### src/rtl/dmem_access_controller_if.sv
// ---------------------------------------------------------------------------
// dmem_if: req/ack bus between the MEM-stage access controller and a
// multi-cycle data memory. Signal names carry the controller's view.
//
//   mem_req_o    controller -> memory  transaction request (held until ack)
//   mem_we_o     controller -> memory  1 = write
//   mem_addr_o   controller -> memory  byte address
//   mem_wdata_o  controller -> memory  write data
//   mem_ack_i    memory -> controller  transaction completes this cycle
//   mem_rdata_i  memory -> controller  read data, valid with mem_ack_i
// ---------------------------------------------------------------------------
interface dmem_if;
    logic        mem_req_o;
    logic        mem_we_o;
    logic [31:0] mem_addr_o;
    logic [31:0] mem_wdata_o;
    logic        mem_ack_i;
    logic [31:0] mem_rdata_i;

    modport master (
        output mem_req_o, mem_we_o, mem_addr_o, mem_wdata_o,
        input  mem_ack_i, mem_rdata_i
    );

    modport slave (
        input  mem_req_o, mem_we_o, mem_addr_o, mem_wdata_o,
        output mem_ack_i, mem_rdata_i
    );
endinterface

### src/rtl/dmem_access_controller.sv
// ---------------------------------------------------------------------------
// dmem_access_controller: freezes the pipeline while the MEM-stage load/store
// runs one req/ack transaction on the data memory, then releases the pipeline
// for exactly one cycle (DONE) so the instruction retires into MEM/WB.
//
// Ports:
//   clk_i, rst_i       clock, synchronous active-high reset
//   MemRead_i          MEM-stage instruction is a load
//   MemWrite_i         MEM-stage instruction is a store (wins if both set)
//   Addr_i             byte address from the ALU
//   WriteData_i        store data
//   ReadData_o         registered load data (0 after a timeout)
//   Stall_o            combinational pipeline freeze
//   Timeout_o          sticky: a transaction was aborted
//   mem                dmem_if master: request bus to the data memory
// ---------------------------------------------------------------------------
module dmem_access_controller #(
    parameter int TIMEOUT = 255            // 1..255 WAIT cycles
) (
    input  logic        clk_i,
    input  logic        rst_i,
    input  logic        MemRead_i,
    input  logic        MemWrite_i,
    input  logic [31:0] Addr_i,
    input  logic [31:0] WriteData_i,
    output logic [31:0] ReadData_o,
    output logic        Stall_o,
    output logic        Timeout_o,
    dmem_if.master      mem
);

    typedef enum logic [1:0] {IDLE, WAIT, DONE} state_t;

    localparam logic [7:0] TO_CNT = TIMEOUT[7:0];

    state_t      state_q, state_d;
    logic [7:0]  cnt_q, cnt_d;
    logic        req_q, req_d;
    logic        we_q, we_d;
    logic [31:0] addr_q, addr_d;
    logic [31:0] wdata_q, wdata_d;
    logic [31:0] rdata_q, rdata_d;
    logic        to_q, to_d;

    logic        access;
    logic [7:0]  cnt_inc;
    logic        last_wait;

    assign access    = MemRead_i | MemWrite_i;
    // cnt_q holds completed WAIT cycles, so cnt_inc is the number of the
    // current one; it peaks at TIMEOUT (<=255) and never wraps.
    assign cnt_inc   = cnt_q + 8'd1;
    assign last_wait = (cnt_inc == TO_CNT);

    // State register and datapath registers
    always_ff @(posedge clk_i) begin
        if (rst_i) begin
            state_q <= IDLE;
            cnt_q   <= '0;
            req_q   <= 1'b0;
            we_q    <= 1'b0;
            addr_q  <= '0;
            wdata_q <= '0;
            rdata_q <= '0;
            to_q    <= 1'b0;
        end else begin
            state_q <= state_d;
            cnt_q   <= cnt_d;
            req_q   <= req_d;
            we_q    <= we_d;
            addr_q  <= addr_d;
            wdata_q <= wdata_d;
            rdata_q <= rdata_d;
            to_q    <= to_d;
        end
    end

    // Next state
    always_comb begin
        state_d = state_q;
        case (state_q)
            IDLE:    if (access) state_d = WAIT;
            WAIT:    if (mem.mem_ack_i || last_wait) state_d = DONE;
            DONE:    state_d = IDLE;
            default: state_d = IDLE;
        endcase
    end

    // Datapath next values
    always_comb begin
        cnt_d   = cnt_q;
        req_d   = req_q;
        we_d    = we_q;
        addr_d  = addr_q;
        wdata_d = wdata_q;
        rdata_d = rdata_q;
        to_d    = to_q;
        case (state_q)
            IDLE: begin
                if (access) begin
                    addr_d  = Addr_i;
                    wdata_d = WriteData_i;
                    we_d    = MemWrite_i;
                    req_d   = 1'b1;
                    cnt_d   = '0;
                end
            end
            WAIT: begin
                cnt_d = cnt_inc;
                // Ack on the last allowed cycle still counts as success
                if (mem.mem_ack_i) begin
                    req_d = 1'b0;
                    if (!we_q) rdata_d = mem.mem_rdata_i;
                end else if (last_wait) begin
                    req_d   = 1'b0;
                    rdata_d = '0;
                    to_d    = 1'b1;
                end
            end
            default: ;
        endcase
    end

    // Outputs
    always_comb begin
        Stall_o = ((state_q == IDLE) && access) || (state_q == WAIT);
    end

    assign ReadData_o      = rdata_q;
    assign Timeout_o       = to_q;
    assign mem.mem_req_o   = req_q;
    assign mem.mem_we_o    = we_q;
    assign mem.mem_addr_o  = addr_q;
    assign mem.mem_wdata_o = wdata_q;

endmodule

### src/flat_wrapper.sv
// flat-port wrapper written by rule: the top's interface ports become plain ports
module dmem_access_controller_flat 
#(
    parameter int TIMEOUT = 255                                 
)
  (clk_i, rst_i, MemRead_i, MemWrite_i, Addr_i, WriteData_i, ReadData_o, Stall_o, Timeout_o, mem_mem_req_o, mem_mem_we_o, mem_mem_addr_o, mem_mem_wdata_o, mem_mem_ack_i, mem_mem_rdata_i);
  dmem_if mem_i ();
  input  logic clk_i;
  input  logic rst_i;
  input  logic MemRead_i;
  input  logic MemWrite_i;
  input  logic [31:0] Addr_i;
  input  logic [31:0] WriteData_i;
  output logic [31:0] ReadData_o;
  output logic Stall_o;
  output logic Timeout_o;
  output wire logic [$bits(mem_i.mem_req_o)-1:0] mem_mem_req_o;
  output wire logic [$bits(mem_i.mem_we_o)-1:0] mem_mem_we_o;
  output wire logic [$bits(mem_i.mem_addr_o)-1:0] mem_mem_addr_o;
  output wire logic [$bits(mem_i.mem_wdata_o)-1:0] mem_mem_wdata_o;
  input wire logic [$bits(mem_i.mem_ack_i)-1:0] mem_mem_ack_i;
  input wire logic [$bits(mem_i.mem_rdata_i)-1:0] mem_mem_rdata_i;
  assign mem_mem_req_o = mem_i.mem_req_o;
  assign mem_mem_we_o = mem_i.mem_we_o;
  assign mem_mem_addr_o = mem_i.mem_addr_o;
  assign mem_mem_wdata_o = mem_i.mem_wdata_o;
  assign mem_i.mem_ack_i = mem_mem_ack_i;
  assign mem_i.mem_rdata_i = mem_mem_rdata_i;
  dmem_access_controller #(.TIMEOUT(TIMEOUT)) u_core (.clk_i(clk_i), .rst_i(rst_i), .MemRead_i(MemRead_i), .MemWrite_i(MemWrite_i), .Addr_i(Addr_i), .WriteData_i(WriteData_i), .ReadData_o(ReadData_o), .Stall_o(Stall_o), .Timeout_o(Timeout_o), .mem(mem_i));
endmodule
### config.mk
export PLATFORM = sky130hd
export DESIGN_NAME = dmem_access_controller_flat
export DESIGN_NICKNAME = d
export VERILOG_FILES = /design/src/rtl/dmem_access_controller_if.sv /design/src/rtl/dmem_access_controller.sv /design/src/flat_wrapper.sv
export SDC_FILE = /design/constraint.sdc
export NUM_CORES = 1
export LEC_CHECK = 0
export ABC_AREA = 1
export CAP_MARGIN = 20
export CORE_MARGIN = 2
export CORE_UTILIZATION = 46
export CTS_BUF_LIST = sky130_fd_sc_hd__clkbuf_8
export CTS_CLUSTER_DIAMETER = 80
export CTS_CLUSTER_SIZE = 8
export DETAILED_ROUTE_END_ITERATION = 7
export PLACE_DENSITY = 0.88
export SYNTH_ARGS = -nofsm -noshare
export SYNTH_HDL_FRONTEND = slang
export SYNTH_SLANG_ARGS = --single-unit
### constraint.sdc
create_clock -name clk_i -period 4.25 [get_ports clk_i]
set_input_delay 0.85 -clock clk_i [delete_from_list [all_inputs] [get_ports clk_i]]
set_output_delay 0.85 -clock clk_i [all_outputs]
set_load 0.02 [all_outputs]
==> reports/metrics.cfg <==
[status]
status = complete, no violations

[timing]
setup_viol = 0
tightest_slew_ns = 0.920
tns_ns = 0
final_hold_viol_count = 0
setup_ws_ns = 0.777
min_period_ns = 3.47
maxSlewViolCount = 0
clock.fmax_mhz = 288
clock_skew_ns = 0.0113
slew_headroom = 0.387
fin_hold_ws_ns = 0.479
rsz0062_at_grt = no
finalCritPeriodShare = 0.817

[drt]
via_per_inst = 5.12
wirelength_mm = 12.5
avgRoutedWirePerCell_um = 15.0
drt_iter0_drc = 121
ant_nets = 0
drcViolationCount = 0
first_pass_iters = 4
vias = 4280

[synthesis]
ys.flop_type = dfxtp_1
synthCells = 527
ys_types = 25
postSynthAreaPerCell_um2 = 8.35
yosys_warnings = 0
post-synth-top-count-cell = nor2_1
synthArstFlopShare = 0
yosysTopAreaCellShare = 0.496
synth_fp_nets = 630
synth_seq_cells = 109
yosysTopAreaCell = dfxtp_1
synth_commonest_cells = nor2_1 (137), dfxtp_1 (109), o21ai_0 (37), nand4_1 (32), o21ai_1 (31)
synth_area_mm2 = 0.00440
synthTopCellsByArea = dfxtp_1 (50%), nor2_1 (12%), nand3_2 (6.6%)
ys_seq_area_frac = 0.496
synth_edf_count = 0

[critical_path]
r2r_start = u_core.state_q[0]$_SDFFE_PP0P_
crit_arrival_ns = 2.62
reg2regPathDepth = 8
max_stage_delay_ns = 0.55
worstPathCellList = clkdlybuf4s50_1 > o21ai_4 > inv_2 > nor2_1 > inv_2 > clkdlybuf4s50_1
required_ns = 3.40
r2r_slack_ns = 2.05
cp-end-kind = output pin
critPathLaunch = MemWrite_i
r2r_end = u_core.ReadData_o[1]$_SDFFE_PP0P_
crit_family = buffers and inverters
path_max_fanout = 8
crit_slowest_cell = clkdlybuf4s50_1
timing_worst_setup_path_type = input pin to output pin
worst-path-buf-inv = 4
cp-endpoint = Stall_o
startpoint_type = input pin
cp_num_cells = 6

[clock_tree]
cts_root_buf = clkbuf_8
cts_tree = built
cts_setup_buffers = 0
clock_latency_ns = 0.35
holdBufCountCts = 0
clock_path_buffers = 2
cts-htree-levels = 3
cts_made_buffers = 9
cts_sinks = 109
clk_pin_slew_ns = 0.10
cts_resized = 0

[final_layout]
drive_gt1_frac = 0.136
instances_no_fill = 836
diodes = 0
nNetsFinal = 805
area_growth_pct = 51.0

[place]
io_buffers = 200
gp_congestion = 0.880
dpl.hpwl_mm = 8.84
place_ws_ns = 0.788
placed_cells = 820

[global_routing]
grt_pass1_vias = 4196
grt_usage = 0.241
grt_start_max_net_pins = 68
grt_pass1_wl_mm = 20.0
grt-ovfl-total = 0
antenna_found_initial = 0

[die]
row_count = 35
core_mm2 = 0.00924
dieWidth_um = 102
die_y_um = 102
dieArea_mm2 = 0.0104
start_util = 0.476
num_io_pins = 201

[power_and_ir_drop]
peakVddDrop_mv = 0.246
total_power_w = 0.00252
p_per_area_mw_per_mm2 = 380
p_leak_nw = 2.37

[worst_hold_path]
hp-class = flip-flop to flip-flop

[flow_run]
cap_violations = 0

tightest hold or removal path, cell delays in order (launching register included):
cell	delay [ns]
dfxtp_1	0.33
nand3_2	0.07
a21oi_2	0.04
through the flow:
| stage | instance area, µm² | utilization |
|---|---|---|
| after floorplan | 4400 | - |
| after global placement | 6420 | 0.695 |
| after detailed placement | 6420 | 0.695 |
| after CTS | 6650 | 0.719 |
| after global routing | 6650 | 0.719 |
| final | 6650 | 0.719 |
flip-flops by register name, summed over array words and instances, names as in the netlist:
signal,cells
u_core.ReadData_o,32
u_core.mem.mem_addr_o,32
u_core.mem.mem_wdata_o,32
u_core.cnt_q,8
u_core.state_q,2
u_core.Timeout_o,1
u_core.mem.mem_req_o,1
u_core.mem.mem_we_o,1
metal layers:
metal / wire length (µm) / share of wire / vias to the layer above / track usage
li1: - / - / 2112 / -
met1: 5010 / 0.40 / 1966 / 0.285
met2: 6020 / 0.48 / 180 / 0.404
met3: 1270 / 0.10 / 22 / 0.0870
met4: 239 / 0.019 / 0 / 0.0821
met5: 0 / 0 / - / 0
worst min path at each step:
stage | depth (start not counted) | endpoint | slack, ns | start
floorplan | 2 | u_core.cnt_q[7]$_SDFFE_PP0P_ | 0.46 | u_core.cnt_q[7]$_SDFFE_PP0P_
global placement | 2 | u_core.ReadData_o[12]$_SDFFE_PP0P_ | 0.46 | u_core.ReadData_o[12]$_SDFFE_PP0P_
detailed placement | 2 | u_core.ReadData_o[28]$_SDFFE_PP0P_ | 0.47 | u_core.ReadData_o[28]$_SDFFE_PP0P_
CTS | 2 | u_core.ReadData_o[28]$_SDFFE_PP0P_ | 0.48 | u_core.ReadData_o[28]$_SDFFE_PP0P_
global route | 2 | u_core.ReadData_o[16]$_SDFFE_PP0P_ | 0.49 | u_core.ReadData_o[16]$_SDFFE_PP0P_
finish | 2 | u_core.ReadData_o[28]$_SDFFE_PP0P_ | 0.48 | u_core.ReadData_o[28]$_SDFFE_PP0P_
final cells by class:
type	instances	area (µm²)
flip-flops and latches	109	2180
multi-input cells	361	1980
clock inverters	6	86.3
repair buffers	207	2050
inverters	14	52.6
clock buffers	10	138
fillers	681	2590
well taps	129	161
where the power goes:
group / leakage (nW) / switching, W / internal (W)
registers: 0.898 / 0.0000507 / 0.00111
clock network: 0.112 / 0.000349 / 0.000348
logic: 1.36 / 0.000358 / 0.000306
placed cells by master, fill, tap and decap left out, drive strengths merged, types with 2 or more instances in the layout:
master	Yosys	layout
nand3	43	43
bufinv	0	2
a21oi	41	41
ha	2	2
dfxtp	109	109
nand4	32	32
clkdlybuf4s50	0	199
o21ai	68	68
buf	13	8
clkbuf	30	10
clkinv	0	3
nor2	142	142
nand2	30	30
inv	14	14
cells by family after synthesis:
family | Yosys count | synth area share
XOR/XNOR | 1 | 0.00199
AO/OA/AOI/OAI | 111 | 0.154
adder cells (fa/ha/maj) | 2 | 0.00569
flip-flops | 109 | 0.496
buffers and inverters | 57 | 0.0586
AND/OR/NAND/NOR | 247 | 0.284
(Power assumes the default switching activity.)
